===== config.mk =====
export PLATFORM = sky130hd
export DESIGN_NAME = vga_sync_generator
export DESIGN_NICKNAME = d
export VERILOG_FILES = /design/src/rtl/vga_timing_pkg.sv /design/src/rtl/sync_axis_counter.sv /design/src/rtl/vga_sync_generator.sv
export SDC_FILE = /design/constraint.sdc
export NUM_CORES = 1
export LEC_CHECK = 0
export BUFFER_PORTS_ARGS = -buffer_cell sky130_fd_sc_hd__clkbuf_2
export CORE_MARGIN = 4
export CORE_UTILIZATION = 59
export CTS_BUF_LIST = sky130_fd_sc_hd__clkbuf_4
export DETAILED_ROUTE_END_ITERATION = 6
export HOLD_SLACK_MARGIN = 0.02
export PLACE_DENSITY = 0.84
export SLEW_MARGIN = 25
export SYNTH_ARGS = -nofsm -noshare
export SYNTH_HDL_FRONTEND = slang
export SYNTH_SLANG_ARGS = --single-unit

===== constraint.sdc =====
create_clock -name boardCLK -period 3.85 [get_ports boardCLK]
set_input_delay 0.9625 -clock boardCLK [delete_from_list [all_inputs] [get_ports boardCLK]]
set_output_delay 0.9625 -clock boardCLK [all_outputs]
set_load 0.1 [all_outputs]

===== src/rtl/vga_timing_pkg.sv =====
// vga_timing_pkg: phase encoding, default 640x480@60 timing and coordinate width shared by the VGA sync blocks
package vga_timing_pkg;
    typedef enum logic [1:0] {ACTIVE, FRONT, SYNC, BACK} phase_t;
    localparam int COORD_W = 10;
    localparam int MAX_TOTAL = 1 << COORD_W;
    localparam int DEF_H_ACTIVE = 640;
    localparam int DEF_H_FP = 16;
    localparam int DEF_H_SYNC = 96;
    localparam int DEF_H_BP = 48;
    localparam int DEF_V_ACTIVE = 480;
    localparam int DEF_V_FP = 10;
    localparam int DEF_V_SYNC = 2;
    localparam int DEF_V_BP = 33;
    function automatic int axis_total(input int active, input int fp, input int sync, input int bp);
        return active + fp + sync + bp;
    endfunction
    function automatic int h_total();
        return axis_total(DEF_H_ACTIVE, DEF_H_FP, DEF_H_SYNC, DEF_H_BP);
    endfunction
    function automatic int v_total();
        return axis_total(DEF_V_ACTIVE, DEF_V_FP, DEF_V_SYNC, DEF_V_BP);
    endfunction
endpackage


===== src/rtl/sync_axis_counter.sv =====
// sync_axis_counter: one timing axis; wrapping position counter plus its ACTIVE/FRONT/SYNC/BACK phase
module sync_axis_counter
    import vga_timing_pkg::*;
#(
    parameter int ACTIVE_LEN = DEF_H_ACTIVE,
    parameter int FP_LEN = DEF_H_FP,
    parameter int SYNC_LEN = DEF_H_SYNC,
    parameter int BP_LEN = DEF_H_BP
) (
    input  logic               clk,
    input  logic               rst,
    input  logic               advance,
    output logic [COORD_W-1:0] count,
    output phase_t             phase_next,
    output logic               wrap
);
    localparam int TOTAL = axis_total(ACTIVE_LEN, FP_LEN, SYNC_LEN, BP_LEN);
    localparam logic [COORD_W-1:0] LAST = COORD_W'(TOTAL - 1);
    localparam logic [COORD_W-1:0] FRONT_AT = COORD_W'(ACTIVE_LEN);
    localparam logic [COORD_W-1:0] SYNC_AT = COORD_W'(ACTIVE_LEN + FP_LEN);
    localparam logic [COORD_W-1:0] BACK_AT = COORD_W'(ACTIVE_LEN + FP_LEN + SYNC_LEN);
    if (TOTAL > MAX_TOTAL) begin : g_too_long
        $fatal(1, "sync_axis_counter: axis total %0d exceeds %0d", TOTAL, MAX_TOTAL);
    end
    logic [COORD_W-1:0] count_q, count_d;
    phase_t phase_q, phase_d;
    // phase is decoded from the next count so it lines up with the count it describes
    always_comb begin
        wrap = advance && count_q == LAST;
        count_d = !advance ? count_q : wrap ? '0 : count_q + 1'b1;
        phase_d = phase_q;
        if (advance)
            phase_d = count_d == FRONT_AT ? FRONT :
                      count_d == SYNC_AT  ? SYNC  :
                      count_d == BACK_AT  ? BACK  :
                      count_d == '0       ? ACTIVE : phase_q;
    end
    always_ff @(posedge clk) begin
        if (rst) begin
            count_q <= '0;
            phase_q <= ACTIVE;
        end else begin
            count_q <= count_d;
            phase_q <= phase_d;
        end
    end
    assign count = count_q;
    assign phase_next = phase_d;
endmodule


===== src/rtl/vga_sync_generator.sv =====
// vga_sync_generator: pixel-enable driven VGA timing with registered syncs, active flag, coordinates and line/frame ticks
module vga_sync_generator
    import vga_timing_pkg::*;
#(
    parameter int H_ACTIVE = DEF_H_ACTIVE,
    parameter int H_FP = DEF_H_FP,
    parameter int H_SYNC = DEF_H_SYNC,
    parameter int H_BP = DEF_H_BP,
    parameter int V_ACTIVE = DEF_V_ACTIVE,
    parameter int V_FP = DEF_V_FP,
    parameter int V_SYNC = DEF_V_SYNC,
    parameter int V_BP = DEF_V_BP,
    parameter bit SYNC_ACTIVE_HIGH = 1'b0
) (
    input  logic               boardCLK,
    input  logic               reset,
    input  logic               pixelEN,
    output logic               hsync,
    output logic               vsync,
    output logic               videoON,
    output logic [COORD_W-1:0] pixelX,
    output logic [COORD_W-1:0] pixelY,
    output logic               lineTick,
    output logic               frameTick
);
    logic h_wrap, v_wrap, v_advance;
    phase_t h_phase_d, v_phase_d;
    logic hsync_q, hsync_d, vsync_q, vsync_d, video_on_q, video_on_d;
    logic line_tick_q, line_tick_d, frame_tick_q, frame_tick_d;
    sync_axis_counter #(
        .ACTIVE_LEN(H_ACTIVE),
        .FP_LEN(H_FP),
        .SYNC_LEN(H_SYNC),
        .BP_LEN(H_BP)
    ) u_h (
        .clk(boardCLK),
        .rst(reset),
        .advance(pixelEN),
        .count(pixelX),
        .phase_next(h_phase_d),
        .wrap(h_wrap)
    );
    assign v_advance = h_wrap && pixelEN;
    sync_axis_counter #(
        .ACTIVE_LEN(V_ACTIVE),
        .FP_LEN(V_FP),
        .SYNC_LEN(V_SYNC),
        .BP_LEN(V_BP)
    ) u_v (
        .clk(boardCLK),
        .rst(reset),
        .advance(v_advance),
        .count(pixelY),
        .phase_next(v_phase_d),
        .wrap(v_wrap)
    );
    // levels come from next phases so they share the edge on which pixelX/pixelY update
    always_comb begin
        hsync_d = (h_phase_d == SYNC) ~^ SYNC_ACTIVE_HIGH;
        vsync_d = (v_phase_d == SYNC) ~^ SYNC_ACTIVE_HIGH;
        video_on_d = h_phase_d == ACTIVE && v_phase_d == ACTIVE;
        line_tick_d = h_wrap;
        frame_tick_d = v_wrap;
    end
    always_ff @(posedge boardCLK) begin
        if (reset) begin
            hsync_q <= !SYNC_ACTIVE_HIGH;
            vsync_q <= !SYNC_ACTIVE_HIGH;
            video_on_q <= 1'b1;
            line_tick_q <= 1'b0;
            frame_tick_q <= 1'b0;
        end else begin
            hsync_q <= hsync_d;
            vsync_q <= vsync_d;
            video_on_q <= video_on_d;
            line_tick_q <= line_tick_d;
            frame_tick_q <= frame_tick_d;
        end
    end
    assign hsync = hsync_q;
    assign vsync = vsync_q;
    assign videoON = video_on_q;
    assign lineTick = line_tick_q;
    assign frameTick = frame_tick_q;
endmodule

# After elaboration in Yosys (flattened, before gate mapping)
# Index checks and enable logic that the tools add are counted.
# W data, S select, Z words.
# totals
ff_bits	29
wordCells	45
output_inout_bits	25
in_bits	3
# classes
n_reduce_logical	8
bitwise	2
muxes	14
n_addsub	2
eq_ne	10
# ops
operator	count
$eq A10 B10 Y1 const B	5
$mux W10	4
$eq A10 B9 Y1 const B	3
$add A10 B1 Y10 const B	2
$logic_not A10 Y1	2
$mux W2	10
$eq A2 B2 Y1 const B	2
$logic_and A1 B1 Y1	4
$logic_not A2 Y1	2
$not A1 Y1	2

# Longest topological paths before layout
# depth
ltp_word	14
ltp_mapped	12
mapped_depth_nobuf	10

# Modules after synthesis
# Synthesis repeated with hierarchy kept, for this count alone.
# unflattened
cells_unflattened	259
area_unflattened_um2	2052.0
# modules_own_cells
module	seq_area_each_um2	cells_each	instances	area_per_inst_um2
sync_axis_counter (u_v)	240.2	131	1	989.7
sync_axis_counter (u_h)	240.2	116	1	908.4
vga_sync_generator	100.1	12	1	153.9

# Worst setup path before layout
# Ideal clock, no wire load.
# synth_timing
path_kind	register to register
start	register u_h.count_q[1], in the netlist u_h.count[1]
end	register video_on_q, in the netlist videoON
setup_ns	0.060
required_time_ns	3.790
path_slack_ns	0.308
arrival_time_ns	3.482
n_path_buf	2
period_less_slack_ns	3.542
stages_incl_launch_ff	12
cell_sequence	dfxtp_1 > ha_1 > buf_2 > nand3_4 > or3_1 > buf_2 > nor3_1 > o22ai_1 > or2_1 > or3_4 > a31oi_4 > a41o_1
# synth_between
elab_chain_cells	14
elab_cells_between_ends	30
cone_classes	add/sub: 1; eq/ne: 7; mux: 14; reduce/logical: 8
# synth_rtl
item	line	text
from (decl)	sync_axis_counter.sv:25	logic [COORD_W-1:0] count_q, count_d;
from (signal assigned)	sync_axis_counter.sv:43	count_q <= count_d;
branches (longest 13 deep; another with $add A10 B1 Y10)	--	
$logic_and A1 B1 Y1 (*)	vga_sync_generator.sv:61	video_on_d = h_phase_d == ACTIVE && v_phase_d == ACTIVE;
to (signal assigned)	vga_sync_generator.sv:75	video_on_q <= video_on_d;
to (decl)	vga_sync_generator.sv:28	logic hsync_q, hsync_d, vsync_q, vsync_d, video_on_q, video_on_d;
# Mark *: on every way between the ends.
# A chain may end at the register's enable or synchronous reset.

# Worst setup path in the final report
# layout_timing
start	register u_h.count_q[0], in the netlist u_h.count[0]
end	register video_on_q, in the netlist videoON
# The elaborated chain is that of the path after synthesis.

==> flow_summary.toml <==
[status]
status = "finished, final reports clean"

[critical_path]
cp-start-kind = "register"
arrival_ps = 3590
path_cells = "ha_1 > nand3_4 > or3_1 > buf_4 > a211oi_1 > o22ai_1 > or2_1 > or3_4 > a31oi_4 > a41o_1"
crit_path_end_kind = "register"
critPathRequiredTime_ps = 4130
reg2reg_slack_ps = 540
critPathKind = "reg -> reg"
slowest_delay_ps = 520
cp_max_fo = 11
crit_slowest_cell = "dfxtp_1"

[final_layout]
antenna_cells = 0
drive_gt1_share_pct = 17.6
postLayoutCoreUtil_pct = 66.3
fillCellCount = 295
instances_no_fill = 325
fin_area_sq_um = 2210
fin_nets = 284
syn2layout_area_growth_pct = 9.28

[clocking]
numClockSinks = 29
hold_buffers = 0
cts_tree = "built"
cts.repair.resized = 0
cts_post_setup_buffers_inserted = 0
path_clk_slew_ps = 100
htree_levels = 2
cts_buffers = 5
cts_buffer_depth = 2
clock-root-buffer = "clkbuf_4"
clkLatencyLatePin_ps = 340

[detailed_routing]
wl_mm = 4.85
drc = 0
viasPerCell = 6.19
antenna_left = 0
drt_iter0_drc = 152
num_vias = 2011
drtPass1Iterations = 5
wl_per_cell_um = 14.9

[timing]
postLayoutSetupSlackWorst_ps = 545
hold_ws_ps = 570
tns_ps = 0
rsz0062_at_grt = "no"
slew_viol_final = 0
final.min_clock_period_ps = 3310
worstMarginPinSlew_ps = 654
skew_ps = 11.6
finalHoldViolCount = 0
fmax_ghz = 0.303
finalCritPeriodShare_pct = 85.8
max_slew_margin_pct = 55.2
setup_violations = 0

[yosys]
syn_nets = 268
synth-seq-cells = 29
syn_inst = 262
synth_top_area_share_pct = 28.7
ys_warn_count = 0
synth-edff-count = 0
yosys.area.top_type = "dfxtp_1"
synth.area.top_cells = "dfxtp_1 29%, nor2_1 5.4%, nand2_1 4.5%"
avgSynthCellArea_sq_um = 7.72
ys_seq_area_share_pct = 28.7
async_flop_share_pct = 0
ys.flop_type = "dfxtp_1"
yosys-top-cells-count = "29 x dfxtp_1, 29 x nor2_1, 24 x nand2_1"
syn_area_sq_um = 2020
ys_types = 59

[power]
comb_power_share_pct = 6.9
vdd.ir_drop.worst_mv = 0.204
p_per_area_nw_per_um2 = 236
internal_power_uw = 379
switching_share_pct = 27.5
p_seq_share_pct = 58.6
power_frac_clock_pct = 34.5
power.switching_uw = 144
power.total_uw = 523
leakage_nw = 0.797

[global_route]
grt-ovfl-total = 0
grt_pass1_wl_mm = 8.28
antenna_found_initial = 0
grt_max_degree = 27
grtUsageTotal_pct = 24.2
grt_pass1_vias = 1770

[placed_design]
placed_cells = 317
pre_cts_ws_ps = 449
gp_congestion = 0.980
place_area_sq_um = 2160
place_hpwl_mm = 3.50
io_buffers = 27

[die]
die_h_um = 66.6
dieArea_sq_um = 4430
coreArea_sq_um = 3340
num_rows = 21
start_util_pct = 60.6
dieWidth_um = 66.6
io_pins = 28

[flow_run]
cap_violations = 0

[worst_hold_path]
hold_path.class = "reg -> reg"
## state kept, by name, summed over array words and instances, names as in the netlist
register and cells:
u_v.phase_q 2, frameTick 1, u_h.phase_q 2, lineTick 1
hsync 1, videoON 1, u_h.count 10, u_v.count 10
vsync 1
## worst max-delay path, delay by kind of cell, from the launching register on
kind	cells	cell delay [ps]
adders and majority gates	1	420
DFF	1	520
and+or+nand+nor	4	1400
AOI/OAI and AO/OA	4	710
buffers and inverters	1	220
## placed cells by master (no fill, tap or decap), types with 5 or more instances in the layout
master and count:
xnor2_1 6, clkbuf_4 5, inv_1 5, nor2_1 29
a21oi_1 12, nand4_1 9, nand3_1 6, clkbuf_2 27
nor4_1 6, nor3_1 14, nand2_1 24, dfxtp_1 29
xor2_1 7, buf_4 6, o21ai_0 9, a211oi_1 7
or3_1 6
## cells by family after synthesis
logic type,after synthesis,share of synthesized area (%)
compound gates,59,20.9
xor+xnor,13,5.63
mux,3,1.48
simple gates,126,35.3
buf+inv,29,6.12
flops,29,28.7
fa+ha+maj,3,1.86
## power groups by stage
stage | registers, mW | clock network [mW] | logic [mW]
after floorplan | 0.324 | 0 | 0.0193
after global placement | 0.313 | 0 | 0.0361
after detailed placement | 0.313 | 0 | 0.0363
after CTS | 0.306 | 0.184 | 0.0363
after global routing | 0.307 | 0.196 | 0.0393
final | 0.306 | 0.180 | 0.0361
## final timing paths
check / start / end / cells after the start
max: u_h.count[0]$_SDFF_PP0_ / videoON$_SDFF_PP1_ / 10
min: u_v.count[9]$_SDFF_PP0_ / u_v.count[9]$_SDFF_PP0_ / 2
min reg2reg: u_v.count[9]$_SDFF_PP0_ / u_v.count[9]$_SDFF_PP0_ / 2
max reg2reg: u_h.count[0]$_SDFF_PP0_ / videoON$_SDFF_PP1_ / 10
## cell type report
cell class | count | area [sq um] | area share, %
clock buffer | 5 | 37.5 | 1.70
clock inverter | 3 | 17.5 | 0.792
timing repair buffer | 33 | 180 | 8.15
sequential | 29 | 581 | 26.3
inverter | 5 | 18.8 | 0.849
multi-input combinational | 204 | 1320 | 59.6
tap | 46 | 57.6 | 2.60
## metal layers
| layer | GRT usage (%) | vias to the layer above | part of all wire (%) |
|---|---|---|---|
| met5 | 0 | - | 0 |
| met4 | 8.12 | 0 | 1.3 |
| met1 | 30.3 | 942 | 44 |
| met2 | 41.1 | 63 | 49 |
| li1 | - | 1000 | - |
| met3 | 5.06 | 6 | 6.1 |
Note: power is estimated with default switching activity, not from simulation.
